### src/rtl/tx_send_scheduler_pkg.sv
// Shared types and default configuration for the TX send scheduler.
// Latency: n/a (types and constants only).
// Backpressure: n/a.
package tx_send_scheduler_pkg;

  localparam int DEF_ADDR_W         = 25;
  localparam int DEF_GAP_CYCLES     = 80;
  localparam int DEF_TIMEOUT_CYCLES = 65535;

  // One counter serves both the inter-packet gap and the completion timeout.
  localparam int CNT_W = 16;

  typedef enum logic [1:0] {
    ST_IDLE      = 2'd0,
    ST_ISSUE     = 2'd1,
    ST_WAIT_DONE = 2'd2,
    ST_GAP       = 2'd3
  } state_t;

endpackage

### src/rtl/tx_send_scheduler_fifo.sv
// Descriptor queue: synchronous FIFO, WIDTH bits wide, DEPTH (power of two) entries.
// Latency: a pushed word is visible at head one cycle later (when it is the oldest entry).
// Backpressure: push is dropped while full (pop in the same cycle does not make room); pop at empty is ignored.
// Ports: clk_50/rst_n clock and async active-low reset; push/push_data write side;
//        pop read side; head = oldest entry; level = occupancy; full = level==DEPTH.
module tx_send_scheduler_fifo #(
  parameter int WIDTH = 25,
  parameter int DEPTH = 8
) (
  input  logic                     clk_50,
  input  logic                     rst_n,
  input  logic                     push,
  input  logic [WIDTH-1:0]         push_data,
  input  logic                     pop,
  output logic [WIDTH-1:0]         head,
  output logic [$clog2(DEPTH):0]   level,
  output logic                     full
);

  localparam int PTR_W = $clog2(DEPTH);
  localparam int LVL_W = PTR_W + 1;

  logic [WIDTH-1:0] mem [DEPTH];
  logic [PTR_W-1:0] wr_ptr;
  logic [PTR_W-1:0] rd_ptr;
  logic             push_ok;
  logic             pop_ok;

  assign full    = (level == LVL_W'(DEPTH));
  assign push_ok = push && !full;
  assign pop_ok  = pop && (level != '0);
  assign head    = mem[rd_ptr];

  // Storage carries no reset; only the pointers and level define validity.
  always_ff @(posedge clk_50) begin
    if (push_ok) begin
      mem[wr_ptr] <= push_data;
    end
  end

  // Pointers wrap naturally because DEPTH is a power of two.
  always_ff @(posedge clk_50 or negedge rst_n) begin
    if (!rst_n) begin
      wr_ptr <= '0;
      rd_ptr <= '0;
      level  <= '0;
    end else begin
      if (push_ok) wr_ptr <= wr_ptr + 1'b1;
      if (pop_ok)  rd_ptr <= rd_ptr + 1'b1;
      case ({push_ok, pop_ok})
        2'b10:   level <= level + 1'b1;
        2'b01:   level <= level - 1'b1;
        default: level <= level;
      endcase
    end
  end

endmodule

### src/rtl/tx_send_scheduler.sv
// TX send scheduler: queues DDR packet addresses and issues them one at a time to the TX engine, with an idle gap after each packet.
// Latency: a descriptor pushed into an empty queue while enabled is issued (cmd_send) two cycles after the push edge.
// Backpressure: desc_ready drops when the queue holds DEPTH entries; the engine paces issue through tx_done plus GAP_CYCLES.
// Ports: clk_50/rst_n clock and async active-low reset; enable gates issue; desc_addr/desc_valid/desc_ready push side;
//        start_ram_addr/cmd_send/tx_done engine handshake; level, sent_count, timeout_err/err_clr status.
// Option: define TX_SEND_SCHEDULER_TIMEOUT_EN to bound WAIT_DONE by TIMEOUT_CYCLES and drive timeout_err.
module tx_send_scheduler
  import tx_send_scheduler_pkg::*;
#(
  parameter int DEPTH          = 8,
  parameter int ADDR_W         = DEF_ADDR_W,
  parameter int GAP_CYCLES     = DEF_GAP_CYCLES,
  parameter int TIMEOUT_CYCLES = DEF_TIMEOUT_CYCLES
) (
  input  logic                     clk_50,
  input  logic                     rst_n,
  input  logic                     enable,
  input  logic [ADDR_W-1:0]        desc_addr,
  input  logic                     desc_valid,
  output logic                     desc_ready,
  output logic [ADDR_W-1:0]        start_ram_addr,
  output logic                     cmd_send,
  input  logic                     tx_done,
  output logic [$clog2(DEPTH):0]   level,
  output logic [15:0]              sent_count,
  output logic                     timeout_err,
  input  logic                     err_clr
);

  state_t            state;
  state_t            state_nxt;
  logic [CNT_W-1:0]  cnt;
  logic              fifo_full;
  logic [ADDR_W-1:0] fifo_head;
  logic              pop;
  logic              done_ok;
`ifdef TX_SEND_SCHEDULER_TIMEOUT_EN
  logic              tmo_hit;
`endif

  tx_send_scheduler_fifo #(
    .WIDTH (ADDR_W),
    .DEPTH (DEPTH)
  ) u_fifo (
    .clk_50    (clk_50),
    .rst_n     (rst_n),
    .push      (desc_valid),
    .push_data (desc_addr),
    .pop       (pop),
    .head      (fifo_head),
    .level     (level),
    .full      (fifo_full)
  );

  // Derived from registered occupancy only, so no combinational path from desc_valid.
  assign desc_ready = !fifo_full;

  always_comb begin
    state_nxt = state;
    pop       = 1'b0;
    cmd_send  = 1'b0;
    done_ok   = 1'b0;
`ifdef TX_SEND_SCHEDULER_TIMEOUT_EN
    tmo_hit   = 1'b0;
`endif
    case (state)
      ST_IDLE: begin
        if (enable && (level != '0)) state_nxt = ST_ISSUE;
      end
      ST_ISSUE: begin
        cmd_send  = 1'b1;
        pop       = 1'b1;
        state_nxt = ST_WAIT_DONE;
      end
      ST_WAIT_DONE: begin
        // A completion arriving on the timeout cycle counts as a normal completion.
        if (tx_done) begin
          done_ok   = 1'b1;
          state_nxt = ST_GAP;
        end
`ifdef TX_SEND_SCHEDULER_TIMEOUT_EN
        else if (cnt == CNT_W'(TIMEOUT_CYCLES - 1)) begin
          tmo_hit   = 1'b1;
          state_nxt = ST_GAP;
        end
`endif
      end
      ST_GAP: begin
        if (cnt == CNT_W'(GAP_CYCLES - 1)) state_nxt = ST_IDLE;
      end
      default: state_nxt = ST_IDLE;
    endcase
  end

  always_ff @(posedge clk_50 or negedge rst_n) begin
    if (!rst_n) begin
      state <= ST_IDLE;
    end else begin
      state <= state_nxt;
    end
  end

  // The counter restarts on every state change, so it reads "cycles spent in
  // the current state" for both GAP and WAIT_DONE.
  always_ff @(posedge clk_50 or negedge rst_n) begin
    if (!rst_n) begin
      cnt <= '0;
    end else if (state_nxt != state) begin
      cnt <= '0;
`ifdef TX_SEND_SCHEDULER_TIMEOUT_EN
    end else if ((state == ST_GAP) || (state == ST_WAIT_DONE)) begin
`else
    end else if (state == ST_GAP) begin
`endif
      cnt <= cnt + 1'b1;
    end
  end

  // Latch the head on entry to ISSUE so the address is stable for the whole
  // cmd_send cycle and held until the next issue.
  always_ff @(posedge clk_50 or negedge rst_n) begin
    if (!rst_n) begin
      start_ram_addr <= '0;
    end else if ((state == ST_IDLE) && (state_nxt == ST_ISSUE)) begin
      start_ram_addr <= fifo_head;
    end
  end

  always_ff @(posedge clk_50 or negedge rst_n) begin
    if (!rst_n) begin
      sent_count <= '0;
    end else if (done_ok) begin
      sent_count <= sent_count + 16'd1;
    end
  end

`ifdef TX_SEND_SCHEDULER_TIMEOUT_EN
  // A timeout in the same cycle as err_clr wins.
  always_ff @(posedge clk_50 or negedge rst_n) begin
    if (!rst_n) begin
      timeout_err <= 1'b0;
    end else if (tmo_hit) begin
      timeout_err <= 1'b1;
    end else if (err_clr) begin
      timeout_err <= 1'b0;
    end
  end
`else
  assign timeout_err = 1'b0;

  // err_clr and TIMEOUT_CYCLES have no function in this build.
  logic unused_cfg;
  assign unused_cfg = err_clr ^ (TIMEOUT_CYCLES == 0);
`endif

endmodule
### config.mk
export PLATFORM = sky130hd
export DESIGN_NAME = tx_send_scheduler
export DESIGN_NICKNAME = d
export VERILOG_FILES = /design/src/rtl/tx_send_scheduler_pkg.sv /design/src/rtl/tx_send_scheduler_fifo.sv /design/src/rtl/tx_send_scheduler.sv
export SDC_FILE = /design/constraint.sdc
export NUM_CORES = 1
export LEC_CHECK = 0
export CAP_MARGIN = 0
export CORE_UTILIZATION = 50
export CTS_CLUSTER_DIAMETER = 80
export DETAILED_ROUTE_END_ITERATION = 8
export PLACE_DENSITY_LB_ADDON = 0.25
export SETUP_SLACK_MARGIN = 0.5
export SLEW_MARGIN = 20
export SYNTH_ARGS = -nofsm -noshare
export SYNTH_HDL_FRONTEND = slang
export SYNTH_SLANG_ARGS = --single-unit
### constraint.sdc
create_clock -name clk_50 -period 4.1 [get_ports clk_50]
set_input_delay 0.615 -clock clk_50 [delete_from_list [all_inputs] [get_ports clk_50]]
set_output_delay 0.615 -clock clk_50 [all_outputs]
set_load 0.05 [all_outputs]
== Word level (Yosys, flattened, before mapping) ==
Memory sizes are Yosys's and may differ from the RTL's. A register that Yosys moved wholly into a read port is not among the register bits.
Cells that the tools add are included.
Operators by class
  reduce and logical (&&, ||, !) cells: 10
  equal/unequal tests: 9
  multiplexer cells: 12
  add/sub/neg operators: 6
Operators by type and width (number)
  16-bit by 1-bit adder with 16-bit output (second input constant): 2
  16-bit 2-to-1 mux: 2
  16-bit by 7-bit equality test with 1-bit output (second input constant): 1
  2-bit case mux with 4 select lines: 1
  4-bit case mux with 2 select lines: 1
  3-bit by 1-bit adder with 3-bit output (second input constant): 2
  2-bit by 1-bit equality test with 1-bit output (second input constant): 3
  2-bit equality test (second input constant): 3
  2-bit 2-to-1 mux: 3
  1-bit 2-to-1 mux: 5
  4-bit by 1-bit adder with 4-bit output (second input constant): 1
  4-bit equality test (second input constant): 1
  1-bit logical AND: 4
  2-bit nonzero test: 2
  4-bit nonzero test: 1
  4-bit by 1-bit subtractor with 4-bit output (second input constant): 1
  1-bit logical NOT: 2
  2-bit logical NOT: 1
  2-bit inequality test: 1
Storage, ports and cells
  flip-flop bits (word level): 44
  input bits: 31
  memories: 1
  output and inout port bits: 48
  logic and storage cells: 44
  memory bits (writable): 200
Memories
  u_fifo.mem: words 8, width 25, read ports 1, clocked after Yosys merged registers in 1, write ports 1, line tx_send_scheduler_fifo.sv:23  | logic [WIDTH-1:0] mem [DEPTH];

== Depth between registers and ports, before layout ==
  depth after elaboration: 6
  gate-level depth with buffers: 9
  depth with buffers taken out: 9

== Cells and area by module ==
A second synthesis with hierarchy kept.
Unflattened totals
  cell total of the unflattened synthesis: 582
  area total of the unflattened synthesis: 11081.9 µm²
Modules (own cells, without submodules)
  tx_send_scheduler_fifo: instances 1, sequential area each 6256.0 µm², area each 8341.8 µm², cells each 355
  tx_send_scheduler: instances 1, sequential area each 1476.4 µm², area each 2740.1 µm², cells each 227

== Least setup slack after synthesis ==
No wires, ideal clock.
  path type: register to register
  start: register u_fifo.level[0]
  end: memory u_fifo.mem[0][0], enable pin
  buffers on the path: 0
  data required time: 3.629 ns
  cell stages (with the launch flop): 5
  slack: -0.296 ns
  clock period less this slack: 4.396 ns
  setup time: 0.471 ns
  arrival time: 3.925 ns
  cells stage by stage: dfrtp_1 > nor3_1 > nand2_1 > nand2_1 > nor4_1
Between the ends
  cells in the longest elaborated chain, start to end: 5
RTL lines
  start: declaration: line tx_send_scheduler_fifo.sv:16  | output logic [$clog2(DEPTH):0] level,
  start signal: assignment: line tx_send_scheduler_fifo.sv:51  | 2'b10: level <= level + 1'b1;
  start signal: assignment: line tx_send_scheduler_fifo.sv:52  | 2'b01: level <= level - 1'b1;
  start signal: assignment: line tx_send_scheduler_fifo.sv:53  | default: level <= level;
  4-bit equality test: line tx_send_scheduler_fifo.sv:29  | assign full = (level == LVL_W'(DEPTH));
  1-bit logical NOT
  net desc_ready: line tx_send_scheduler.sv:20  | output logic desc_ready,
  1-bit logical AND: line tx_send_scheduler_fifo.sv:30  | assign push_ok = push && !full;
  1-bit 2-to-1 mux: line tx_send_scheduler_fifo.sv:36  | if (push_ok) begin
  1-bit 2-to-1 mux (not written as such): line tx_send_scheduler_fifo.sv:37  | mem[wr_ptr] <= push_data;
  end: declaration: line tx_send_scheduler_fifo.sv:23
The timed path passes the listed nets, and every way through them passes these cells.

== Worst setup path after layout ==
  start: register u_fifo.level[2]
  end: register u_fifo.level[3]
Between the ends
  elaborated cells between the ends (all ways): 11
  classes of those cells: add/sub: 2; eq/ne: 3; mux: 1; reduce/logical: 5
RTL lines
  4-bit nonzero test *: line tx_send_scheduler_fifo.sv:31  | assign pop_ok = pop && (level != '0);
  1-bit logical AND *: line tx_send_scheduler_fifo.sv:31
  net u_fifo.pop_ok: line tx_send_scheduler_fifo.sv:27  | logic pop_ok;
  2-bit by 1-bit equality test with 1-bit output / 2-bit equality test (equally long branches): line tx_send_scheduler_fifo.sv:50  | case ({push_ok, pop_ok})
  4-bit case mux with 2 select lines / 2-bit nonzero test (equally long branches)
The timed path passes the listed nets; every way through them passes the cells marked *.
A chain may end at the register's enable or synchronous reset.

==> summary.md <==
| Metric | Value |
|---|---|
| CP Class | `flop to flop` |
| Final hold vios | `0` |
| Hold crit path type | `input pin to asynchronous set/reset pin` |
| DRC viols | `0` |
| Vias/cell | `5.65` |
| Number of global-route vias before repair | `between 5000 and 6000` |
| Async SR Flop Fraction | `0.257` |
| Relative slew slack | `0.358` |
| Synthesized area | `about 0.011 mm2` |
| # rows | `53` |
| Register area share after synthesis | `0.726` |
| Main synth FF type | `edfxtp_1` |
| TritonCTS buffer count | `27` |
| Syn nets | `roughly 640` |
| H-tree levels | `1` |
| Synth Area per Inst | `17.6 um2` |
| Met1 usage | `0.253` |
| Die Y | `roughly 150 um` |
| Layout cells sized above 1 | `0.177` |
| Worst setup EP type | `flop` |
| Worst Tran Pin Value | `between 0.9 and 1 ns` |
| WL/cell | `around 20 um` |
| Worst Path Arrival | `between 3 and 4 ns` |
| Worst path cell trace | `nor4_1, nor3_1, ha_1, ha_1, a21o_1, a21oi_1, mux2i_1, xnor2_1` |
| Final net count | `~740` |
| Post-route ant nets | `0` |
| YS warnings | `0` |
| Fin. max-slew vios | `0` |
| Worst Hold Slack | `between 0.2 and 0.25 ns` |
| Share of Yosys cell area claimed by the top area cell type | `0.564` |
| Largest net degree at the start of global routing | `70` |
| Dpl ws | `~1.3 ns` |
| Vias | `around 5600` |
| HPWL after DPL | `~12000 um` |
| Die X | `roughly 150 um` |
| GR peak layer | `met2` |
| Cell with the most instances after synthesis | `edfxtp_1` |
| Cells on worst reg2reg path | `8` |
| I/O Buffers | `76` |
| Critical path's slowest cell | `nor4_1` |
| Antenna violations before repair | `1` |
| PD cells | `615 mW/mm2` |
| First-pass GRT wire length | `approximately 32000 um` |
| Final min period | `between 2 and 3 ns` |
| # diodes | `0` |
| Placed insts | `between 900 and 1000` |
| Max IR drop VDD | `0.437 mV` |
| Max frequency | `354 MHz` |
| Critical Path Max Stage Delay | `around 0.69 ns` |
| Critical Path Source Type | `flop` |
| Worst path required time | `~4.6 ns` |
| Max_cap viols | `0` |
| Non-Filler Instances | `992` |
| Hold-fix buffers, CTS | `0` |
| Synth area leaders | `edfxtp_1 56%, dfrtp_1 16%, mux4_2 11%` |
| Setup TNS Final | `0 ns` |
| Setup bufs post-CTS | `0` |
| Post-CTS sizing | `0` |
| Initial Util | `0.508` |
| Synth Instances | `605` |
| Yosys top cell by area | `edfxtp_1` |
| CP max FO | `5` |
| Clk root buf | `clkbuf_16` |
| Met3 Resource Use GR | `0.0336` |
| Cell mode on critical path | `ha_1` |
| Grt total ovfl | `0` |
| Grt met2 use | `0.327` |
| Max Root-Sink Buffers | `3` |
| Yosys cell types | `46` |
| Post-synth EDFFs | `200` |
| Static Leakage | `4.42 nW` |
| Setup Skew | `0.0101 ns` |
| Total Power | `about 0.008 W` |
| RSZ-0062 raised after global routing | `no` |
| WL final | `between 15000 and 20000 um` |
| Clk_lat worst skew | `approximately 0.53 ns` |
| Status | `finished, final reports clean` |
| Layout area overhead | `19.2%` |
| Yosys reg bits | `roughly 270` |
| Most frequent cells after synthesis | `200 x edfxtp_1, 69 x dfrtp_1, 50 x mux4_2, 39 x nor2_1, 33 x a21oi_1` |
| Detailed Routing Iterations Pass 1 | `5` |
| Iter 0 DRT Violations | `345` |
| # IOs | `79` |
| Final Cycle Share | `0.689` |
| Die area | `around 0.022 mm2` |
| Worst-path clk slew | `about 0.06 ns` |
| Core area | `approximately 0.021 mm2` |
| Setup Viol. Count Final | `0` |
| Final worst slack | `between 1 and 1.5 ns` |
| Gpl congestion | `0.833` |
| Clock sink count | `approximately 270` |
| CTS tree | `yes` |
| Total GRT Usage | `0.190` |
-- per-stage QoR --
stage	utilization	cell area [um2]
after floorplan	-	10700
after detailed placement	0.563	11800
after global placement	0.563	11800
final	0.606	12700
after global routing	0.606	12700
after CTS	0.605	12700
-- final cells by class --
class | instances | area, um2
inverters | 7 | 26.3
well taps | 275 | 344
clock buffers | 40 | 764
clock inverters | 10 | 115
flip-flops and latches | 269 | 7740
multi-input cells | 298 | 2810
fillers | 1579 | 8260
repair buffers | 93 | 898
-- final timing paths --
kind                                                end                        start  slack, ns
min in group clk_50          sent_count[15]$_DFFE_PN0P_   sent_count[15]$_DFFE_PN0P_       0.48
max in group asynchronous  u_fifo.rd_ptr[0]$_DFFE_PN0P_                        rst_n       3.15
min reg2reg                  sent_count[15]$_DFFE_PN0P_   sent_count[15]$_DFFE_PN0P_       0.48
max reg2reg                 u_fifo.level[3]$_DFFE_PN0P_  u_fifo.level[2]$_DFFE_PN0P_       1.27
min                                 cnt[10]$_DFFE_PN0P_                        rst_n       0.21
max                         u_fifo.level[3]$_DFFE_PN0P_  u_fifo.level[2]$_DFFE_PN0P_       1.27
-- state kept, by name (all words and copies together), names as in the netlist --
register        count
u_fifo.rd_ptr       3
state               2
u_fifo.mem        200
sent_count         16
cnt                16
u_fifo.wr_ptr       3
start_ram_addr     25
u_fifo.level        4
-- cell usage in the layout, fill, tap and decap left out, drive strengths merged, types with 3 or more instances in the layout --
cell and n:
a21oi 33, a41oi 3, xnor2 12, xor2 10, inv 8, nand2 19, and2 4, nand3 11
a22o 3, nand4 10, mux2 3, mux4 50, mux2i 28, nor4 6, o21ai 14, nand2b 3
buf 18, ha 7, and3 7, nor2 39, clkbuf 40, clkdlybuf4s50 75, dfrtp 69, a31oi 6
nor3 13, edfxtp 200, clkinv 6
-- logic make-up after synthesis --
kind of cell | after synthesis | synth area share
mux | 81 | 0.135
compound gates | 68 | 0.0381
fa+ha+maj | 8 | 0.0101
buf+inv | 38 | 0.0153
xor+xnor | 22 | 0.0181
other cells | 1 | 0.000352
simple gates | 118 | 0.0565
flops | 269 | 0.726
-- power breakdown --
group	switching [W]	internal, W
Combinational	0.000938	0.000751
Clock	0.000976	0.00142
Sequential	0.000334	0.00338
-- critical path: cells and delay by family, from the launching register on --
family | cells | cell delay (ns)
multiplexers | 1 | 0.26
flip-flops | 1 | 0.42
AO/OA/AOI/OAI | 2 | 0.35
XOR/XNOR | 1 | 0.15
AND/OR/NAND/NOR | 2 | 0.92
adder cells (fa/ha/maj) | 2 | 0.63
-- layer usage --
| layer | wire, um | part of all wire |
|---|---|---|
| met2 | 10300 | 0.52 |
| met5 | 11 | 0.00055 |
| met3 | 958 | 0.048 |
| met1 | 8340 | 0.42 |
| met4 | 282 | 0.014 |
Power figures use the tool's default switching activity.
